**src/rtl/if_fetch.sv**
```systemverilog
// rtl/if_fetch.sv - instruction fetch stage with single-entry buffer, redirect and halt
//
// Fetches one instruction word at a time from instruction memory into a single-entry
// buffer presented to decode. A new request is overlapped with draining the buffer,
// so a 0-wait memory with a always-ready decode stage sustains one instruction per cycle.
//
// Ports:
//   clk, rst_n              clock; synchronous active-low reset
//   imem_req, imem_addr     fetch request; held stable until imem_ack
//   imem_ack, imem_rdata    memory response; data valid in the ack cycle
//   inst, inst_pc           buffered instruction and its word address
//   inst_valid, inst_ready  handshake to decode
//   redirect, redirect_pc   taken branch from execute; flush and refetch
//   halted                  HALT delivered; fetch stopped until reset
//
// Optional feature: define IF_PREFETCH_BRANCH_EN to follow unconditional branches
// (imem_rdata[31:25] == 7'b1100000) at fetch time using the sign-extended offset.

module if_fetch #(
  parameter int unsigned       ADDR_W   = 16,
  parameter logic [ADDR_W-1:0] RESET_PC = '0
) (
  input  logic              clk,
  input  logic              rst_n,
  output logic              imem_req,
  output logic [ADDR_W-1:0] imem_addr,
  input  logic              imem_ack,
  input  logic [31:0]       imem_rdata,
  output logic [31:0]       inst,
  output logic [ADDR_W-1:0] inst_pc,
  output logic              inst_valid,
  input  logic              inst_ready,
  input  logic              redirect,
  input  logic [ADDR_W-1:0] redirect_pc,
  output logic              halted
);

  typedef enum logic [1:0] {
    S_FETCH,
    S_HOLD,
    S_DROP,
    S_HALT
  } state_t;

  state_t            state_q, state_d;
  logic [ADDR_W-1:0] pc_q, pc_d;
  logic [ADDR_W-1:0] inst_pc_q, inst_pc_d;
  logic [ADDR_W-1:0] redir_q, redir_d;
  logic [31:0]       inst_q, inst_d;
  logic              inst_valid_q, inst_valid_d;
  logic              halted_q, halted_d;
  logic              halt_pend_q, halt_pend_d;
  logic              req_en_q;

  logic              xfer;
  logic              capture;
  logic              rdata_halt;
  logic [ADDR_W-1:0] next_pc;

  assign xfer       = inst_valid_q && inst_ready;
  assign rdata_halt = (imem_rdata[31:30] == 2'b11) && (imem_rdata[28:25] == 4'b1000);

  // A request is only raised when the buffer is empty or drains this cycle. Once
  // raised without an ack the buffer is necessarily empty afterwards, so the request
  // stays up until acked. req_en_q keeps the first cycle after reset request-free.
  always_comb begin
    imem_req = 1'b0;
    case (state_q)
      S_FETCH: imem_req = rst_n && req_en_q && (!inst_valid_q || inst_ready);
      S_DROP:  imem_req = rst_n;
      default: imem_req = 1'b0;
    endcase
  end

  assign capture   = imem_req && imem_ack;
  assign imem_addr = pc_q;

`ifdef IF_PREFETCH_BRANCH_EN
  logic [ADDR_W+15:0] br_off_sx;
  assign br_off_sx = {{ADDR_W{imem_rdata[15]}}, imem_rdata[15:0]};
  assign next_pc   = (imem_rdata[31:25] == 7'b1100000) ? (pc_q + br_off_sx[ADDR_W-1:0])
                                                       : (pc_q + ADDR_W'(1));
`else
  assign next_pc   = pc_q + ADDR_W'(1);
`endif

  always_comb begin
    state_d      = state_q;
    pc_d         = pc_q;
    inst_pc_d    = inst_pc_q;
    redir_d      = redir_q;
    inst_d       = inst_q;
    inst_valid_d = inst_valid_q;
    halted_d     = halted_q;
    halt_pend_d  = halt_pend_q;

    case (state_q)
      S_FETCH: begin
        if (xfer) begin
          inst_valid_d = 1'b0;
        end
        if (redirect) begin
          inst_valid_d = 1'b0;
          if (imem_req && !imem_ack) begin
            // Outstanding request must complete before the new target is fetched.
            redir_d = redirect_pc;
            state_d = S_DROP;
          end else begin
            // No request, or the ack coincides: the response is simply not captured.
            pc_d = redirect_pc;
          end
        end else if (capture) begin
          inst_d       = imem_rdata;
          inst_pc_d    = pc_q;
          inst_valid_d = 1'b1;
          pc_d         = next_pc;
          if (rdata_halt) begin
            halt_pend_d = 1'b1;
            state_d     = S_HOLD;
          end
        end else if (inst_valid_q && !inst_ready) begin
          state_d = S_HOLD;
        end
      end

      S_HOLD: begin
        // A HALT already accepted by decode wins over a coincident redirect.
        if (xfer && halt_pend_q) begin
          inst_valid_d = 1'b0;
          halt_pend_d  = 1'b0;
          halted_d     = 1'b1;
          state_d      = S_HALT;
        end else if (redirect) begin
          inst_valid_d = 1'b0;
          halt_pend_d  = 1'b0;
          pc_d         = redirect_pc;
          state_d      = S_FETCH;
        end else if (xfer) begin
          inst_valid_d = 1'b0;
          state_d      = S_FETCH;
        end
      end

      S_DROP: begin
        if (imem_ack) begin
          pc_d    = redirect ? redirect_pc : redir_q;
          state_d = S_FETCH;
        end else if (redirect) begin
          redir_d = redirect_pc;
        end
      end

      default: begin
        state_d = S_HALT;
      end
    endcase
  end

  always_ff @(posedge clk) begin
    if (!rst_n) begin
      state_q      <= S_FETCH;
      pc_q         <= RESET_PC;
      inst_pc_q    <= '0;
      redir_q      <= '0;
      inst_q       <= '0;
      inst_valid_q <= 1'b0;
      halted_q     <= 1'b0;
      halt_pend_q  <= 1'b0;
      req_en_q     <= 1'b0;
    end else begin
      state_q      <= state_d;
      pc_q         <= pc_d;
      inst_pc_q    <= inst_pc_d;
      redir_q      <= redir_d;
      inst_q       <= inst_d;
      inst_valid_q <= inst_valid_d;
      halted_q     <= halted_d;
      halt_pend_q  <= halt_pend_d;
      req_en_q     <= 1'b1;
    end
  end

  assign inst       = inst_q;
  assign inst_pc    = inst_pc_q;
  assign inst_valid = inst_valid_q;
  assign halted     = halted_q;

endmodule

```
**config.mk**
```make
export PLATFORM = sky130hd
export DESIGN_NAME = if_fetch
export DESIGN_NICKNAME = d
export VERILOG_FILES = /design/src/rtl/if_fetch.sv
export SDC_FILE = /design/constraint.sdc
export NUM_CORES = 1
export LEC_CHECK = 0
export ABC_AREA = 1
export ABC_CLOCK_PERIOD_IN_PS = 4300
export CORE_ASPECT_RATIO = 1.1
export CORE_MARGIN = 2
export CORE_UTILIZATION = 45
export DETAILED_ROUTE_END_ITERATION = 12
export GPL_TIMING_DRIVEN = 0
export MAX_ROUTING_LAYER = met4
export PLACE_DENSITY = 0.75
export SETUP_SLACK_MARGIN = 0.15
export SLEW_MARGIN = 20
export SYNTH_ARGS = -nofsm -noshare
export SYNTH_HDL_FRONTEND = slang
export SYNTH_SLANG_ARGS = --single-unit
```
**constraint.sdc**
```tcl
create_clock -name clk -period 4.3 [get_ports clk]
set_clock_uncertainty 0.1 [all_clocks]
set_input_delay 0.86 -clock clk [delete_from_list [all_inputs] [get_ports clk]]
set_output_delay 0.86 -clock clk [all_outputs]
set_load 0.005 [all_outputs]
```
== Word level (Yosys, flattened, before mapping) ==
Index checks and enable logic that the tools add are counted.

* Bits in latches: 0
* RAM bits: 0
* Bits in registers: 86
* Memories: 0
* Output and inout bits: 67
* Word-level logic and storage cells: 89
* Memory bits (read-only): 0

* Magnitude comparators: 0
* Divide/modulo/power cells: 0
* Multiplexer cells: 36
* Multiply operators: 0
* Bitwise operators: 1
* Equality and inequality tests: 20
* Shifts and indexed selects: 0
* Add/sub/neg operators: 1
* Reduce and logical (&&, ||, !) cells: 22

{| class="wikitable"
|+ Operators by type and width
! operator !! number
|-
| $mux 16 || 10
|-
| $pmux 16 s3 || 1
|-
| $pmux 16 s2 || 1
|-
| $mux 2 || 9
|-
| $ne 2x2->1 const B || 9
|-
| $add 16x1->16 const B || 1
|-
| $ne 3x3->1 const B || 4
|-
| $ne 4x4->1 const B || 3
|-
| $mux 1 || 11
|-
| $reduce_and 5->1 || 2
|-
| $logic_and 1x1->1 || 8
|-
| $pmux 1 s2 || 3
|-
| $pmux 2 s3 || 1
|-
| $reduce_and 6->1 || 1
|-
| $eq 2x2->1 const B || 2
|-
| $eq 4x4->1 const B || 1
|-
| $reduce_and 4->1 || 1
|-
| $reduce_bool 2->1 || 2
|-
| $logic_not 1->1 || 3
|-
| $reduce_and 3->1 || 1
|-
| $reduce_bool 3->1 || 1
|-
| $eq 2x1->1 const B || 1
|-
| $logic_not 2->1 || 1
|-
| $reduce_and 2->1 || 1
|-
| 2 further kinds || 2
|}

== Depth between registers and ports, before layout ==
Gate-level depths: netlist of the first run.

* Depth in word-level cells: 8
* Gate-level depth with buffers: 13

== Least setup slack after synthesis of the first run ==
Ideal clock, no wire load.

* Path type: in2out
* Start: input port inst_ready
* End: output port imem_req
* Required time: 3340 ps
* Data arrival time: 1188 ps
* Path buffers: 0
* Stages on the path: 4
* Setup slack: 2152 ps
* Path through: inv_1 nand2_1 nand3_2 nand2_2

* Longest elaborated chain between the ends: 3

{| class="wikitable"
|+ Ends and longest elaborated chain
! element !! line !! text
|-
| from (decl) || 32 || <nowiki>input logic inst_ready,</nowiki>
|-
| $logic_or 1x1->1 || 69 || <nowiki>S_FETCH: imem_req = rst_n && req_en_q && (!inst_valid_q || inst_ready);</nowiki>
|-
| $logic_and 1x1->1 || 69 ||
|-
| $pmux 1 s2 || 68 || <nowiki>case (state_q)</nowiki>
|-
| to (decl) || 25 || <nowiki>output logic imem_req,</nowiki>
|}

Every way passes these cells.

== Final worst setup path of the first run ==
* Start: input port rst_n
* End: output port imem_req

* Longest elaborated chain between the ends: 3

{| class="wikitable"
|+ Ends and longest elaborated chain
! element !! line !! text
|-
| from (decl) || 24 || <nowiki>input logic rst_n,</nowiki>
|-
| $logic_and 1x1->1 (2 in a row) || 69 ||
|-
| $pmux 1 s2 * || 68 ||
|}

Mark *: on every way between the ends. The rest lies on a longest branch, timed or not.

==> impl_metrics.py, run 1 <==
metrics = {
    "outcome": {
        "outcome": "finished clean",
    },
    "timing": {
        "final_setup_viols": 0,
        "timing.setup.tns_ns": 0,
        "timing_max_transition_violations_final": 0,
        "hold-worst-slack_ns": 0.364,
        "hold_viol_final": 0,
        "slew_headroom_pct": 64.3,
        "grt_setup_unrepaired": "false",
        "finalWorstSetupSlack_ns": 1.03,
        "fin_crit_ns": 3.27,
        "tightest_slew_ns": 0.535,
        "final.period_utilization_pct": 75.9,
        "achievable-frequency_ghz": 0.306,
    },
    "finish": {
        "nFillCells": 947,
        "area_occupied_by_multi_input_gates_um2": 2370,
        "fraction_of_layout_cells_with_a_size_suffix_above_1_pct": 7.32,
        "antenna-diode-count": 0,
        "finish.net_count": 859,
        "sequential_cell_area_um2": 1720,
        "final_core_util_pct": 61.1,
        "area_delta_synth_final_pct": 34.2,
    },
    "clock_tree": {
        "worstSkewPairLatency_ns": 0.37,
        "ctsResizeCount": 0,
        "tritoncts": "built",
        "clk_path_buf_depth": 2,
        "post_cts.repair.setup_buffers": 0,
        "clock-root-buffer": "clkbuf_8",
        "postCtsHoldBufs": 0,
        "clock_sink_count": 86,
        "cts_inserted_buffers": 9,
        "cts.htree.levels": 3,
        "cts.reportedPaths.clkPinSlew_ns": 0.09,
    },
    "global_route": {
        "vias_in_the_first_global_route": 4626,
        "grtUsageTotal_pct": 25.8,
        "overflow": 0,
        "grt_start_max_net_pins": 15,
        "antenna_found_initial": 0,
        "global_route_wire_length_before_repair_um": 21900,
    },
    "floorplan": {
        "chipWidth_um": 98.7,
        "std_cell_rows": 38,
        "fp.dieH_um": 108,
        "fp.dieArea_um2": 10700,
        "start_util_pct": 45.6,
        "core_um2": 9750,
        "io_pins": 120,
    },
    "setup_path": {
        "critPathCapture": "imem_req",
        "critical-path-top-delay-family": "buffers and inverters",
        "crit_path_max_incr_delay_ns": 0.58,
        "setup.worst_path.start": "rst_n",
        "timing.critical_path.cells": "clkdlybuf4s50_1, nand2_1, inv_2, nand3_2, nand2_2, clkdlybuf4s50_1",
        "path_buf_inv": 3,
        "worstPathMaxFanout": 6,
        "endpoint_kind_of_the_worst_setup_timing_path": "primary output",
        "category_of_the_critical_setup_timing_path": "input port to primary output",
        "worst_path_arrival_time_ns": 2.31,
        "depth_of_the_worst_register_to_register_path": 8,
        "ff2ff_setup_slack_ns": 2.20,
        "critical_path.slowest_cell": "clkdlybuf4s50_1",
        "critical_path_depth": 6,
        "worst_ep_required_time_ns": 3.34,
        "rr_startpoint": "state_q[0]$_SDFFE_PN0P_",
        "critical-path-top-cell-by-count": "clkdlybuf4s50_1",
        "timing.critical_path.from_type": "input port",
        "reg2reg_to": "redir_q[11]$_SDFFE_PN0P_",
    },
    "logic_synthesis": {
        "synth_top_area_cell": "dfxtp_1",
        "synth_area_leaders": "dfxtp_1, nand2_1, a21oi_1",
        "synthesized_flop_and_latch_total": 86,
        "synth_area_um2": 4440,
        "yosys.area.top_type_share_pct": 38.8,
        "synthCells": 672,
        "postSynth.asyncResetShare_pct": 0,
        "post_synth.cell_area_avg_um2": 6.61,
        "synth-seq-area-share_pct": 38.8,
        "synthesis.yosys.warnings": 0,
        "ys_types": 30,
        "synthesis.nets": 730,
        "synthFlopType": "dfxtp_1",
        "number_of_enable_type_register_cells_in_the_synthesized_netlist": 0,
    },
    "placement": {
        "dp_hpwl_um": 10400,
        "buffer_ports.inserted": 118,
        "gp_congestion": 0.904,
        "detailedPlace.worstSlack_ns": 1.02,
    },
    "detailed_routing": {
        "drt_pre_antenna_iters": 5,
        "drt_iter0_drc": 357,
        "ant_nets": 0,
        "vias": 4915,
        "drc_errors": 0,
        "routedWlPerCell_um": 14.4,
        "drt-vias-per-instance": 5.31,
        "drt-total-wl_um": 13300,
    },
    "pwr": {
        "ir_drop_uv": 253,
        "powerDensity_nw_per_um2": 485,
        "fin_total_pwr_w": 0.00289,
        "power.static_leakage_nw": 2.31,
    },
    "job": {
        "timing.max_cap.violations": 0,
    },
    "worst_hold_path": {
        "holdCritPathClass": "flip-flop to flip-flop",
    },
}
==> through the flow <==
stage	cells	area (um^2)
floorplan	672	4440
global placement	910	5770
detailed placement	910	5770
CTS	926	5960
global route	926	5960
finish	926	5960
==> synth_stat cells, types with 3 or more instances <==
master	n
o21ai_0	36
nand2_2	3
buf_4	7
buf_1	4
nor2_1	37
buf_2	14
nand2_1	199
a21oi_1	118
nand3_2	3
nand3_1	77
a21oi_2	4
inv_2	7
ha_1	5
nand4_1	7
dfxtp_1	86
clkbuf_1	16
inv_1	30
==> placed cells by master, fill, tap and decap left out, types with 2 or more instances in the layout <==
cell type,instances
clkinvlp_4,3
inv_1,30
nand2_1,199
nor2_1,37
clkdlybuf4s50_1,118
o211a_1,2
buf_1,4
clkbuf_8,11
inv_2,7
o21ai_0,36
nand4_1,7
nor2_4,2
a21oi_2,4
buf_2,14
nand3_1,77
buf_4,7
a21oi_1,118
o21bai_1,2
a32oi_1,2
ha_1,5
nor3_1,2
nand3_2,3
clkbuf_1,17
dfxtp_1,86
o21ai_1,2
nand2_2,3
==> state kept, by name, indices dropped and copies added, names as in the netlist <==
signal and count:
inst 32, redir_q 16, state_q 2, inst_pc 16, imem_addr 16, inst_valid 1, halt_pend_q 1, halted 1
req_en_q 1
==> cells by family (layout without fill, tap and decap cells) <==
family	Yosys count	after routing	synth area share (%)
fa+ha+maj	5	5	1.41
simple gates	333	333	32.0
xor+xnor	1	1	0.197
compound gates	167	167	19.7
buf+inv	80	214	7.94
flops	86	86	38.8
==> layout make-up <==
type / instances / area share [%]
tap: 120 / 2.52
sequential: 86 / 28.9
inverter: 37 / 2.33
timing repair buffer: 118 / 19.8
buffer: 43 / 3.59
clock buffer: 12 / 2.60
clock inverter: 4 / 0.525
multi-input combinational: 506 / 39.7
==> metal layers <==
| metal | track usage, % | vias up | wire, um |
|---|---|---|---|
| met5 | - | - | 0 |
| met4 | 10.5 | 0 | 257 |
| met3 | 2.97 | 28 | 820 |
| met2 | 42.2 | 199 | 6300 |
| met1 | 32.8 | 2195 | 5930 |
| li1 | - | 2493 | - |
==> how the worst min path moves through the flow <==
stage / startpoint / end / cells after the start
after floorplan: inst[0]$_SDFFE_PN0P_ / inst[0]$_SDFFE_PN0P_ / 2
after global placement: inst[12]$_SDFFE_PN0P_ / inst[12]$_SDFFE_PN0P_ / 2
after detailed placement: inst[16]$_SDFFE_PN0P_ / inst[16]$_SDFFE_PN0P_ / 2
after CTS: inst[16]$_SDFFE_PN0P_ / inst[16]$_SDFFE_PN0P_ / 2
after global routing: inst_pc[13]$_SDFFE_PN0P_ / inst_pc[13]$_SDFFE_PN0P_ / 2
final: inst[16]$_SDFFE_PN0P_ / inst[16]$_SDFFE_PN0P_ / 2
==> where the power goes <==
group / internal [W] / total (W) / switching [W]
sequential: 0.000924 / 0.00106 / 0.000134
clock: 0.000243 / 0.000541 / 0.000298
combinational: 0.000527 / 0.00129 / 0.000763
==> worst min-delay path: cells and delay by family, from the launching register on <==
kind,cells,cell delay [ns]
AO/OA/AOI/OAI,1,0.05
flip-flops,1,0.32
AND/OR/NAND/NOR,1,0.06
(Power assumes the default switching activity.)
==> run 2, diff against run 1 <==
ABC_CLOCK_PERIOD_IN_PS = 3100   (was 4300)
clock period = 3.1 ns   (was 4.3 ns; I/O delays follow)
==> results of run 2 <==
The final DEF is identical to that of run 1. Status: finished clean.
Main changes from that run: setup slack after placement 1.02 ns -> 0.296 ns; setup slack after layout 1.03 ns -> 0.314 ns; register-to-register setup slack 2.20 ns -> 1.00 ns; total power 0.00289 W -> 0.00401 W; worst IR drop on VDD 253 uV -> 351 uV
==> run 3, diff against run 2 <==
--- a/config.mk
+++ b/config.mk
@@ -20,2 +20,3 @@
 export SYNTH_HDL_FRONTEND = slang
 export SYNTH_SLANG_ARGS = --single-unit
+export TNS_END_PERCENT = 5
==> constraint.sdc (replaced) <==
create_clock -name clk -period 3.1 [get_ports clk]
set_clock_uncertainty 0.1 [all_clocks]
set_input_delay 0.62 -clock clk [delete_from_list [all_inputs] [get_ports clk]]
set_output_delay 0.62 -clock clk [all_outputs]
set_load 0.1 [all_outputs]
==> run 3 against run 2 <==
Critical endpoint unchanged. Wire length hardly changed. Sequential cell count is the same. Clock-buffer cell count unchanged. Worst setup slack got worse by 0.060 ns. Fmax is 2.1% lower. Register-to-register slack barely moved. Die area is the same. Non-clock buffer count stayed put. Final cell count did not move. Sequential share of layout area hardly changed. Cell area is essentially flat. First-iteration DRC count unchanged.
==> impl_metrics.py, run 3 (synthesis results as in run 1) <==
metrics = {
    "outcome": {
        "outcome": "finished clean",
    },
    "floorplan": {
        "start_util_pct": 45.6,
        "std_cell_rows": 38,
        "io_pins": 120,
        "fp.dieArea_um2": 10700,
        "fp.dieH_um": 108,
        "core_um2": 9750,
        "chipWidth_um": 98.7,
    },
    "pwr": {
        "powerDensity_nw_per_um2": 808,
        "power.static_leakage_nw": 2.31,
        "ir_drop_uv": 357,
        "fin_total_pwr_w": 0.00482,
    },
    "finish": {
        "area_delta_synth_final_pct": 34.2,
        "layout_commonest_cell": "nand2_1",
        "antenna-diode-count": 0,
        "finish.net_count": 859,
        "largest_reg_flops": 32,
        "mostFrequentLayoutCells": "nand2_1, a21oi_1, clkdlybuf4s50_1, dfxtp_1, nand3_1",
        "fraction_of_layout_cells_with_a_size_suffix_above_1_pct": 7.44,
        "nFillCells": 946,
        "final_core_util_pct": 61.2,
        "finish.instance_area_um2": 5960,
    },
    "worst_hold_path": {
        "holdCritPathClass": "flip-flop to flip-flop",
    },
    "clock_tree": {
        "post_cts.repair.setup_buffers": 0,
        "postCtsHoldBufs": 0,
        "clock_sink_count": 86,
        "ctsResizeCount": 3,
        "tritoncts": "built",
        "clock-root-buffer": "clkbuf_8",
        "cts_inserted_buffers": 9,
        "worstSkewPairLatency_ns": 0.37,
        "cts.htree.levels": 3,
        "clk_path_buf_depth": 2,
        "cts.reportedPaths.clkPinSlew_ns": 0.09,
    },
    "detailed_routing": {
        "ant_nets": 0,
        "highest_layer": "met4",
        "dr_wl_met2_um": 6300,
        "met3_wirelength_um": 820,
        "drc_errors": 0,
        "routedWlPerCell_um": 14.4,
        "vias": 4915,
        "drt-vias-per-instance": 5.31,
        "drt_iter0_drc": 357,
        "drt-total-wl_um": 13300,
        "drt_pre_antenna_iters": 5,
        "wl_met1_um": 5930,
    },
    "setup_path": {
        "ff2ff_setup_slack_ns": 1.00,
        "worst_path_arrival_time_ns": 2.13,
        "worst_ep_required_time_ns": 2.38,
        "category_of_the_critical_setup_timing_path": "input port to primary output",
        "path_buf_inv": 3,
        "critical_path_depth": 6,
        "setup.worst_path.start": "rst_n",
        "reg2reg_to": "redir_q[11]$_SDFFE_PN0P_",
        "timing.critical_path.cells": "clkdlybuf4s50_1, nand2_1, inv_2, nand3_2, nand2_2, clkdlybuf4s15_2",
        "timing.critical_path.from_type": "input port",
        "critPathCapture": "imem_req",
        "depth_of_the_worst_register_to_register_path": 8,
        "rr_startpoint": "state_q[0]$_SDFFE_PN0P_",
        "endpoint_kind_of_the_worst_setup_timing_path": "primary output",
        "critical-path-top-delay-family": "buffers and inverters",
        "crit_path_max_incr_delay_ns": 0.58,
        "critical_path.slowest_cell": "clkdlybuf4s50_1",
        "worstPathMaxFanout": 6,
    },
    "placement": {
        "buffer_ports.inserted": 118,
        "detailed_place.area_um2": 5770,
        "gp_congestion": 0.904,
        "dp_hpwl_um": 10400,
        "detailedPlace.worstSlack_ns": -0.338,
    },
    "job": {
        "timing.max_cap.violations": 0,
    },
    "timing": {
        "achievable-frequency_ghz": 0.351,
        "tightest_slew_ns": 1.07,
        "finalWorstSetupSlack_ns": 0.254,
        "timing.setup.tns_ns": 0,
        "slew_headroom_pct": 28.3,
        "hold_viol_final": 0,
        "grt_setup_unrepaired": "false",
        "final_setup_viols": 0,
        "timing_max_transition_violations_final": 0,
        "fin_crit_ns": 2.85,
        "final.period_utilization_pct": 91.8,
    },
    "global_route": {
        "antenna_found_initial": 0,
        "overflow": 0,
        "grtUsageTotal_pct": 25.8,
        "global_route_wire_length_before_repair_um": 21900,
        "grt_start_max_net_pins": 15,
        "vias_in_the_first_global_route": 4626,
    },
}
## run 3: how the worst min path moves through the flow
| stage | from | depth (start not counted) | to | slack, ns |
|---|---|---|---|---|
| 2_1_floorplan | halt_pend_q$_SDFFE_PN0P_ | 2 | halt_pend_q$_SDFFE_PN0P_ | 0.36 |
| 5_1_grt | inst_pc[13]$_SDFFE_PN0P_ | 2 | inst_pc[13]$_SDFFE_PN0P_ | 0.39 |
| 3_5_place_dp | inst[16]$_SDFFE_PN0P_ | 2 | inst[16]$_SDFFE_PN0P_ | 0.35 |
| 4_1_cts | inst[16]$_SDFFE_PN0P_ | 2 | inst[16]$_SDFFE_PN0P_ | 0.37 |
| 3_3_place_gp | inst[12]$_SDFFE_PN0P_ | 2 | inst[12]$_SDFFE_PN0P_ | 0.35 |
| 6_report | inst[16]$_SDFFE_PN0P_ | 2 | inst[16]$_SDFFE_PN0P_ | 0.36 |
## run 3: final cells by class
| cell class | count | area, um^2 | area share (%) |
|---|---|---|---|
| plain buffers | 43 | 214 | 3.59 |
| clock buffers | 12 | 155 | 2.60 |
| clock inverters | 4 | 31.3 | 0.525 |
| inverters | 37 | 139 | 2.33 |
| multi-input cells | 506 | 2370 | 39.7 |
| flip-flops and latches | 86 | 1720 | 28.9 |
| well taps | 120 | 150 | 2.52 |
| repair buffers | 118 | 1180 | 19.8 |
## run 3: worst register-to-register path, delay by kind of cell, from the launching register on
family,cells,cell delay (ns)
adder cells (fa/ha/maj),1,0.24
buffers and inverters,5,1.02
flip-flops,1,0.37
AO/OA/AOI/OAI,2,0.29
## run 3: metrics by stage
stage	cells	hold WS, ns
after floorplan	672	0.365
after global placement	910	0.348
after detailed placement	910	0.351
after CTS	926	0.365
after global routing	926	0.388
final	926	0.364
## run 3: report_power, final
part / switching (W) / leakage, nW / total [W] / internal, W
clock: 0.000413 / 0.0848 / 0.000750 / 0.000337
sequential: 0.000186 / 0.699 / 0.00147 / 0.00128
combinational: 0.00187 / 1.53 / 0.00260 / 0.000729
total: 0.00247 / 2.31 / 0.00482 / 0.00235
## run 3: routing by layer
metal	vias up	GRT usage [%]
met4	0	10.5
met1	2195	32.8
met5	-	-
li1	2493	-
met2	199	42.2
met3	28	2.97
